$ cat src/rtl/uart_rx_unit.sv
// uart_rx_unit: 8N1 UART receiver, 16x oversampling, one-entry holding register with
// valid/ack handshake, framing and overrun flags. Define UART_RX_PARITY_EN for 8E1 framing.
module uart_rx_unit #(
   parameter int unsigned CLK_HZ     = 50_000_000,
   parameter int unsigned BAUD       = 9600,
   parameter int unsigned OVERSAMPLE = 16,
   parameter int unsigned DIV        = CLK_HZ / (BAUD * OVERSAMPLE)
) (
   input  logic       sysclk,
   input  logic       reset,
   input  logic       rxd,
   input  logic       rx_ack,
   output logic [7:0] rx_data,
   output logic       rx_valid,
   output logic       frame_err,
   output logic       overrun,
   output logic       busy
);

   localparam int unsigned DivW = (DIV > 1) ? $clog2(DIV) : 1;
   localparam logic [DivW-1:0] DivMax = DivW'(DIV - 1);

   typedef enum logic [2:0] {
      StIdle,
      StStart,
      StData,
      StParity,
      StStop
   } state_e;

   state_e          state_q, state_d;
   logic            rxd_meta_q, rxs_q;
   logic [DivW-1:0] div_q, div_d;
   logic [3:0]      tick_q, tick_d;
   logic [2:0]      bit_q, bit_d;
   logic [7:0]      shift_q, shift_d;
   logic [7:0]      rx_data_q, rx_data_d;
   logic            rx_valid_q, rx_valid_d;
   logic            frame_err_q, frame_err_d;
   logic            overrun_q, overrun_d;
   logic            tick;
   logic            load;
   logic            drop;
`ifdef UART_RX_PARITY_EN
   logic            par_err_q, par_err_d;
`endif

   // Two-flop synchronizer; idles high so reset never looks like a start edge.
   always_ff @(posedge sysclk) begin
      if (reset) begin
         rxd_meta_q <= 1'b1;
         rxs_q      <= 1'b1;
      end else begin
         rxd_meta_q <= rxd;
         rxs_q      <= rxd_meta_q;
      end
   end

   assign tick = (div_q == DivMax);

   always_comb begin
      state_d = state_q;
      div_d   = tick ? '0 : div_q + DivW'(1);
      tick_d  = tick_q;
      bit_d   = bit_q;
      shift_d = shift_q;
      load    = 1'b0;
      drop    = 1'b0;
`ifdef UART_RX_PARITY_EN
      par_err_d = par_err_q;
`endif
      unique case (state_q)
         StIdle: begin
            if (!rxs_q) begin
               state_d = StStart;
               tick_d  = '0;
               div_d   = '0;
            end
         end
         StStart: begin
            if (tick) begin
               if (tick_q == 4'd7) begin
                  if (rxs_q) begin
                     state_d = StIdle;
                  end else begin
                     state_d = StData;
                     tick_d  = '0;
                     bit_d   = '0;
                  end
               end else begin
                  tick_d = tick_q + 4'd1;
               end
            end
         end
         StData: begin
            if (tick) begin
               if (tick_q == 4'd15) begin
                  shift_d[bit_q] = rxs_q;
                  bit_d          = bit_q + 3'd1;
                  tick_d         = '0;
                  if (bit_q == 3'd7) begin
`ifdef UART_RX_PARITY_EN
                     state_d = StParity;
`else
                     state_d = StStop;
`endif
                  end
               end else begin
                  tick_d = tick_q + 4'd1;
               end
            end
         end
`ifdef UART_RX_PARITY_EN
         StParity: begin
            if (tick) begin
               if (tick_q == 4'd15) begin
                  // Even parity: the parity bit must equal the XOR of the data bits.
                  par_err_d = rxs_q ^ (^shift_q);
                  state_d   = StStop;
                  tick_d    = '0;
               end else begin
                  tick_d = tick_q + 4'd1;
               end
            end
         end
`endif
         StStop: begin
            if (tick) begin
               if (tick_q == 4'd15) begin
                  // Leave mid stop bit so a back-to-back start edge is not missed.
                  state_d = StIdle;
                  tick_d  = '0;
`ifdef UART_RX_PARITY_EN
                  if (rxs_q && !par_err_q) begin
                     load = 1'b1;
                  end else begin
                     drop = 1'b1;
                  end
`else
                  if (rxs_q) begin
                     load = 1'b1;
                  end else begin
                     drop = 1'b1;
                  end
`endif
               end else begin
                  tick_d = tick_q + 4'd1;
               end
            end
         end
         default: begin
            state_d = StIdle;
         end
      endcase
   end

   // A load beats a same-cycle ack: the fresh byte stays valid and overrun is left alone.
   always_comb begin
      rx_data_d   = rx_data_q;
      rx_valid_d  = rx_valid_q;
      overrun_d   = overrun_q;
      frame_err_d = drop;
      if (load) begin
         rx_data_d  = shift_q;
         rx_valid_d = 1'b1;
         if (rx_valid_q && !rx_ack) begin
            overrun_d = 1'b1;
         end
      end else if (rx_ack && rx_valid_q) begin
         rx_valid_d = 1'b0;
         overrun_d  = 1'b0;
      end
   end

   always_ff @(posedge sysclk) begin
      if (reset) begin
         state_q     <= StIdle;
         div_q       <= '0;
         tick_q      <= '0;
         bit_q       <= '0;
         shift_q     <= '0;
         rx_data_q   <= 8'h00;
         rx_valid_q  <= 1'b0;
         frame_err_q <= 1'b0;
         overrun_q   <= 1'b0;
      end else begin
         state_q     <= state_d;
         div_q       <= div_d;
         tick_q      <= tick_d;
         bit_q       <= bit_d;
         shift_q     <= shift_d;
         rx_data_q   <= rx_data_d;
         rx_valid_q  <= rx_valid_d;
         frame_err_q <= frame_err_d;
         overrun_q   <= overrun_d;
      end
   end

`ifdef UART_RX_PARITY_EN
   always_ff @(posedge sysclk) begin
      if (reset) begin
         par_err_q <= 1'b0;
      end else begin
         par_err_q <= par_err_d;
      end
   end
`endif

   assign rx_data   = rx_data_q;
   assign rx_valid  = rx_valid_q;
   assign frame_err = frame_err_q;
   assign overrun   = overrun_q;
   assign busy      = (state_q != StIdle);

endmodule

$ cat config.mk
export PLATFORM = sky130hd
export DESIGN_NAME = uart_rx_unit
export DESIGN_NICKNAME = d
export VERILOG_FILES = /design/src/rtl/uart_rx_unit.sv
export SDC_FILE = /design/constraint.sdc
export NUM_CORES = 1
export LEC_CHECK = 0
export CAP_MARGIN = 0
export CELL_PAD_IN_SITES_DETAIL_PLACEMENT = 0
export CELL_PAD_IN_SITES_GLOBAL_PLACEMENT = 1
export CORE_UTILIZATION = 43
export CTS_CLUSTER_SIZE = 20
export DETAILED_ROUTE_END_ITERATION = 10
export PLACE_DENSITY_LB_ADDON = 0.3
export SYNTH_ARGS = -nofsm -noshare
export SYNTH_HDL_FRONTEND = slang
export SYNTH_SLANG_ARGS = --single-unit
$ cat constraint.sdc
create_clock -name sysclk -period 2.67 [get_ports sysclk]
set_clock_uncertainty 0.2 [all_clocks]
set_input_delay 0.534 -clock sysclk [delete_from_list [all_inputs] [get_ports sysclk]]
set_output_delay 0.534 -clock sysclk [all_outputs]
set_load 0.05 [all_outputs]
# Word-level counts from Yosys, hierarchy flattened
# Index checks and enable logic that the tools add are counted.
word_totals:
  ff_bits: 40
  in_bits: 4
  out_inout_bits: 12
  elab_cells: 90
classes:
  n_lt_le_gt_ge: 2
  n_reduce_logical: 16
  addsub: 3
  eq_ne: 18
  muxes: 37
  n_bitwise: 3
ops:
  columns: ["cell", "n"]
  rows:
  - ["$mux 3", 13]
  - ["$mux 9", 3]
  - ["$mux 4", 5]
  - ["$ne 2x2->1 const B", 9]
  - ["$pmux 3 s4", 1]
  - ["$pmux 4 s3", 1]
  - ["$mux 1", 10]
  - ["$add 9x1->9 const B", 1]
  - ["$eq 9x9->1 const B", 1]
  - ["$bwmux 8", 1]
  - ["$reduce_and 8->1", 1]
  - ["$eq 3x3->1 const B", 2]
  - ["$pmux 3 s2", 1]
  - ["$reduce_and 3->1", 2]
  - ["$reduce_and 6->1", 1]
  - ["$reduce_bool 3->1", 2]
  - ["$add 4x1->4 const B", 1]
  - ["$eq 4x3->1 const B", 1]
  - ["$eq 4x4->1 const B", 1]
  - ["$lt 3x4->1 const B", 1]
  - ["$ne 2x1->1 const B", 2]
  - ["$reduce_bool 2->1", 2]
  - ["$reduce_or 4->1", 1]
  - ["$add 3x1->3 const B", 1]
  - ["11 further kinds", 15]

# Longest topological paths before layout
logic_depth:
  depth_word: 6
  mapped_depth: 8
  ltp_nobuf: 7

# Worst setup path after synthesis
# OpenSTA, ideal clock, no wires.
synth_path:
  kind: "reg-to-reg"
  from: "reg div_q[0]"
  to: "reg bit_q[1]"
  setup_ns: 0.070
  t_required_ns: 2.400
  setup_slack_ns: 0.606
  t_arrival_ns: 1.793
  stages_incl_launch_ff: 8
  cell_sequence: "dfxtp_1 -> inv_1 -> ha_1 -> and4bb_1 -> nand2_2 -> or4_4 -> or3_1 -> a21oi_1"
synth_via:
  elab_chain_cells: 3
  word_cells_on_any_way: 4
  cone_classes: "3 x eq/ne; 1 x reduce/logical"
synth_lines:
  columns: ["element", "line_no", "text"]
  rows:
  - ["start, declared", "33", "logic [DivW-1:0] div_q, div_d;"]
  - ["start signal, assigned", "188", "div_q <= div_d;"]
  - ["$eq 9x9->1 *", "59", "assign tick = (div_q == DivMax);"]
  - ["$ne 2x2->1 (no line)", null, null]
  - ["$reduce_and 6->1 (no line) *", null, null]
  - ["end signal, assigned", "190", "bit_q <= bit_d;"]
  - ["end, declared", "35", "logic [2:0] bit_q, bit_d;"]
# Every way passes the cells marked *; elsewhere a longest branch is shown, timed or not.
# A chain may end at the register's enable or synchronous reset.

# Worst setup path in the final report
layout_path:
  from: "reg state_q[0]"
  to: "reg shift_q[2]"
layout_via:
  elab_chain_cells: 2
layout_lines:
  columns: ["element", "line_no", "text"]
  rows:
  - ["start, declared", "31", "state_e state_q, state_d;"]
  - ["start signal, assigned", "177", "state_q <= StIdle;"]
  - ["start signal, assigned", "187", "state_q <= state_d;"]
  - ["$eq 3x2->1", "72", "unique case (state_q)"]
  - ["$reduce_and 3->1 (no line)", null, null]
  - ["end signal, assigned", "191", "shift_q <= shift_d;"]
  - ["end, declared", "36", "logic [7:0] shift_q, shift_d;"]
# Every way passes these cells.

==> out/results.ini <==
[yosys]
synth.largest_area_cell=dfxtp_1
yosysWarnings=0
synth_top_family_by_area=simple AND/OR/NAND/NOR gates
synth_area_sq_um=1951
async_flop_share_pct=0
yosys-top-cells-area=dfxtp_1 41%, nand2_1 5.0%, a21oi_1 4.6%, nor2_1 4.2%, mux2i_1 4.1%
synth_nets=232
synth_top_area_share_pct=41.05
synth.distinct_cells=51
yosys.area_share.adder_pct=3.207
synth.mux.area_fraction_pct=4.105
syn_area_per_cell_sq_um=8.747
yosys.area_share.simple_pct=30.60
ys_seq_area_share_pct=41.05
synth-edff-count=0
synth_seq_cells=40
yosys_most_used_dff=dfxtp_1
synth-xor-area-share_pct=3.592
synthCells=223
synth_compound_area_share_pct=13.28

[clock_tree]
cts_resized=0
path_clk_slew_ns=0.08
clk_latency_ns=0.29
hold_buffers=0
ctsRootBufferMaster=clkbuf_8
post-cts-setup-buffers=0
cts_tree=built
clockBufferDepth=2
h-tree-depth=2
clock-sinks=40
cts_buffers=5

[critical_path]
critical_path_buf_inv_count=1
r2r_start=state_q[0]
worstReg2RegEnd=shift_q[2]
crit_fanout=14
crit_type=flop to flop
worstPathCellList=buf_4, or3b_4, nor4_4, and4bb_1, mux2i_1, nor2_1
cp-start-kind=flop
slowest_delay_ns=0.46
rrSetupSlack_ns=0.42
cpLargestDelayFamily=simple AND/OR/NAND/NOR gates
cp_num_cells=6
endpoint_kind=flop
crit_slowest_cell=nor4_4
cp-endpoint=shift_q[2]
critical_path_arrival_ns=2.24
reg2reg_depth=6
required_ns=2.66
startpoint=state_q[0]

[timing]
fin_crit_sh_pct=84.45
worstMarginPinSlew_ns=0.5032
slew_violations=0
holdWs_ns=0.2178
hold_viol_final=0
grt_setup_unrepaired=no
fin_tns_setup_ns=0
setup-violations-final=0
slew_headroom_pct=66.35
fin_crit_ns=2.255
timing.fmax_ghz=0.4435
fin_ws_ns=0.4152

[global_route]
grt_pass1_vias=1510
grt.total_usage_pct=18.36
grt-ovfl-total=0
antenna_found_initial=0
grt_max_degree=19
grt_pass1_wl_microns=7141

[layout]
diodes=0
final_common_cell=dfxtp_1
syn2layout_area_growth_pct=16.87
utilization_pct=52.36
drive_above_1_share_pct=9.583
layout_common_cells=40 x dfxtp_1, 26 x nand2_1, 22 x nor2_1
final_nets=248
final_cells=292

[place]
dpl.cell_count=284
dpl.hpwl_microns=2713
io_buffers=15
dp_slack_ns=0.4049
gp_congestion=0.8105

[power_and_ir_drop]
ir_drop_uv=354.2
p_leak_nw=0.8584
p_per_area_nw_per_um2=532.4

[run]
maxCapViolations=0

[drt]
wl_per_cell_microns=13.59
vias=1589
drc=0
drt-total-wl_microns=3967
viasPerCell=5.442
drt-initial-drc-count=133
firstDrtPassIters=4
ant_nets=0

[hold_path]
min_from=rxd_meta_q
hold_class=flop to flop

[floorplan]
die-area_sq_um=4809
die_w_microns=69.35
fp.coreArea_sq_um=4354
fp.dieH_microns=69.35
initial_core_util_pct=44.80
io_pins=16
fp-row-count=24

[status]
outcome=finished clean

## through the flow
stage | total power [W] | cell area (sq um)
floorplan | 0.0006743 | 1951
global placement | 0.0006963 | 2156
detailed placement | 0.0006973 | 2156
CTS | 0.001225 | 2277
global route | 0.001265 | 2280
finish | 0.001214 | 2280
## area by class of cell
class | instances | area (sq um)
fill | 409 | 2074
multi-input combinational | 163 | 1069
sequential | 40 | 800.8
timing repair buffer | 20 | 190.2
clock buffer | 6 | 82.58
tap | 52 | 65.06
clock inverter | 2 | 38.79
inverter | 9 | 33.78
## layer usage
metal	vias up	share of wire (%)	track usage (%)
li1	827	-	-
met1	728	53	26.03
met2	28	42	26.97
met3	6	4.3	4.797
met4	0	1.4	6.122
met5	-	0	0
## synth_stat cells, types with 3 or more instances
cell / instances
and4bb_1: 4
nand2_1: 26
ha_1: 5
or3_1: 4
xor2_1: 6
o21ai_0: 5
nand3_1: 5
mux2i_1: 8
nand2b_1: 4
nand4_1: 6
or2_2: 3
and3_1: 3
nor2_1: 22
buf_2: 5
nor3_1: 3
inv_1: 9
a21oi_1: 18
dfxtp_1: 40
nand4b_1: 3
o211ai_1: 3
clkbuf_1: 6
## logic make-up (layout without fill, tap and decap cells)
logic type / Yosys count / count (layout)
DFF: 40 / 40
muxes: 8 / 8
xor gates and xnor gates: 8 / 8
and+or+nand+nor: 101 / 101
AOI/OAI and AO/OA: 41 / 41
adders and majority gates: 5 / 5
buffers and inverters: 20 / 37
## power breakdown
group	internal (W)	switching (W)
Sequential	0.000604	0.00000881
Clock	0.000306	0.000225
Combinational	0.0000293	0.0000410
Total	0.000939	0.000275
## worst min path at each step
stage,to,slack [ns],cells after the start
3_5_place_dp,rxs_q,0.20,1
3_3_place_gp,rxs_q,0.19,1
4_1_cts,rxs_q,0.22,1
2_1_floorplan,rxs_q,0.19,1
6_report,rxs_q,0.22,1
5_1_grt,rxs_q,0.23,1
## state kept, by name, indices dropped and copies added, names as in the netlist
register,count
div_q,9
rxd_meta_q,1
rx_data,8
rxs_q,1
state_q,3
shift_q,8
tick_q,4
overrun,1
rx_valid,1
bit_q,3
frame_err,1
Note: power is estimated with default switching activity, not from simulation.
==> RTL edit, RTL diff (config.mk and constraints unchanged) <==
Add a define of `UART_RX_PARITY_EN`.
--- a/src/rtl/uart_rx_unit.sv
+++ b/src/rtl/uart_rx_unit.sv
@@ -1,4 +1,6 @@
 // uart_rx_unit: 8N1 UART receiver, 16x oversampling, one-entry holding register with
 // valid/ack handshake, framing and overrun flags. Define UART_RX_PARITY_EN for 8E1 framing.
+`define UART_RX_PARITY_EN
+
 module uart_rx_unit #(
    parameter int unsigned CLK_HZ     = 50_000_000,
Behaviour: same outputs for any inputs over 10 cycles, from zero or initial values and one cycle with reset high; that may be too few to reach the edited logic, so the function may still have changed.
==> RTL edit against the original RTL <==
  * Setup slack worse by 0.073 ns
  * Wire length up 4.5%
  * Area after synthesis rose by 4.6%
  * Sequential cell count is 1 higher
  * Sequential share of layout area is 0.62 points lower
  * Cell area is 4.3% higher
  * Critical endpoint is now overrun
Power is not compared: it rests on default switching activity, and its combinational part moved more than twofold at a synthesized area within 25%.
==> RTL edit: results (changes against the original RTL) <==
* Outcome: finished, final reports clean
* Placed cell area at 2260 um2 (+4.9%)
* Drt initial violations at 120 (-9.8%)
* Worst EP arrival at 2.37 ns (+0.13 ns)
* Drt wl/cell at 13.4 um (-1.5%)
* Critical path's largest stage delay at 0.81 ns (+0.35 ns)
* Flip-flop count of the largest register after layout at 9 (unchanged)
* Min-delay src: rxd_meta_q
* Place WS at 0.356 ns (-0.0490 ns)
* H-tree depth at 2 (unchanged)
* Ant diodes at 0 (unchanged)
* FF-to-FF setup slack at 0.34 ns (-0.07 ns)
* Crit-path slowest cell: or4_1
* Final #Nets at 266 (+7.3%)
* Post_cts resized at 0 (unchanged)
* Netlist cell types at 48 (-5.9%)
* Root buf cell: clkbuf_8
* Period utilization at 87.2% (+2.7 points)
* Post-synthesis cell count at 238 (+6.7%)
* Hold WS at 0.213 ns (-0.00447 ns)
* CP Max Fanout at 10 (-4)
* Reg2reg end: overrun
* Worst Reg-to-Reg Cells at 5 (-1)
* Routed via count at 1663 (+4.7%)
* Gpl congestion at 0.807 (-0.48%)
* Largest net degree at the start of global routing at 19 (unchanged)
* R2r startpoint: tick_q[0]
* Post-synthesis sequential area ratio at 40.2% (-0.83 points)
* DP HPWL at 2990 um (+10%)
* Mapped Nets at 247 (+6.5%)
* Peak VDD IR at around 0.35 mV
* Placed Cells at 302 (+6.3%)
* Most area-consuming cells after synthesis: dfxtp_1 (40%), nand2_1 (6.3%), nor2_1 (4.8%), mux2i_1 (3.9%), a21oi_1 (3.7%)
* Synth cell count leaders: dfxtp_1 (41), nand2_1 (34), nor2_1 (26)
* Fin cells at 310 (+6.2%)
* GR Util All Layers at 18.4% (+0.063 points)
* Leakage at approximately 0.89 nW
* First-pass GRT wire length at 7220 um (+1.1%)
* Slew of the pin with the lowest slew margin at 0.527 ns (+0.0235 ns)
* Ratio of cells with drive above 1 in the final layout at 9.69% (+0.11 points)
* Vias in the first global route at 1552 (+2.8%)
RTL edit: metal layers:
| metal | share of wire, % | global-route usage [%] | vias to the layer above |
|---|---|---|---|
| met5 | 0 | 0 | - |
| met4 | 2.0 | 7.78 | 0 |
| met3 | 4.2 | 4.56 | 8 |
| met2 | 42 | 26.8 | 31 |
| met1 | 52 | 26.0 | 751 |
| li1 | - | - | 873 |
RTL edit: kinds of logic after synthesis:
logic type	synth area share (%)
xor+xnor	7.11
compound gates	11.0
buf+inv	3.25
fa+ha+maj	3.56
flops	40.2
mux	5.58
simple gates	29.3
RTL edit: how the worst max path moves through the flow:
stage                             to  cells past startpoint  startpoint
after floorplan           state_q[0]                      5    div_q[3]
after global placement       overrun                      5   tick_q[0]
after detailed placement     overrun                      7    div_q[0]
after CTS                    overrun                      5    div_q[2]
after global routing         overrun                      7    div_q[0]
final                        overrun                      5   tick_q[0]
RTL edit: worst reg2reg max path: stages, from the launching register on:
cell,delay [ns]
dfxtp_1,0.38
ha_1,0.23
nand3_1,0.24
or4_1,0.81
a211o_1,0.35
nand2_1,0.05
RTL edit: power groups by stage:
| stage | registers, mW | clock network (mW) | logic [mW] |
|---|---|---|---|
| finish | 0.663 | 0.520 | 0.216 |
| global route | 0.668 | 0.555 | 0.245 |
| CTS | 0.662 | 0.535 | 0.218 |
| detailed placement | 0.677 | 0 | 0.216 |
| global placement | 0.676 | 0 | 0.215 |
| floorplan | 0.658 | 0 | 0.186 |
RTL edit: final cells by class:
type	count	area, um2
sequential	41	821
clock inverter	1	30.0
tap	52	65.1
fill	442	2070
clock buffer	7	86.3
multi-input combinational	180	1150
timing repair buffer	21	193
inverter	8	30.0
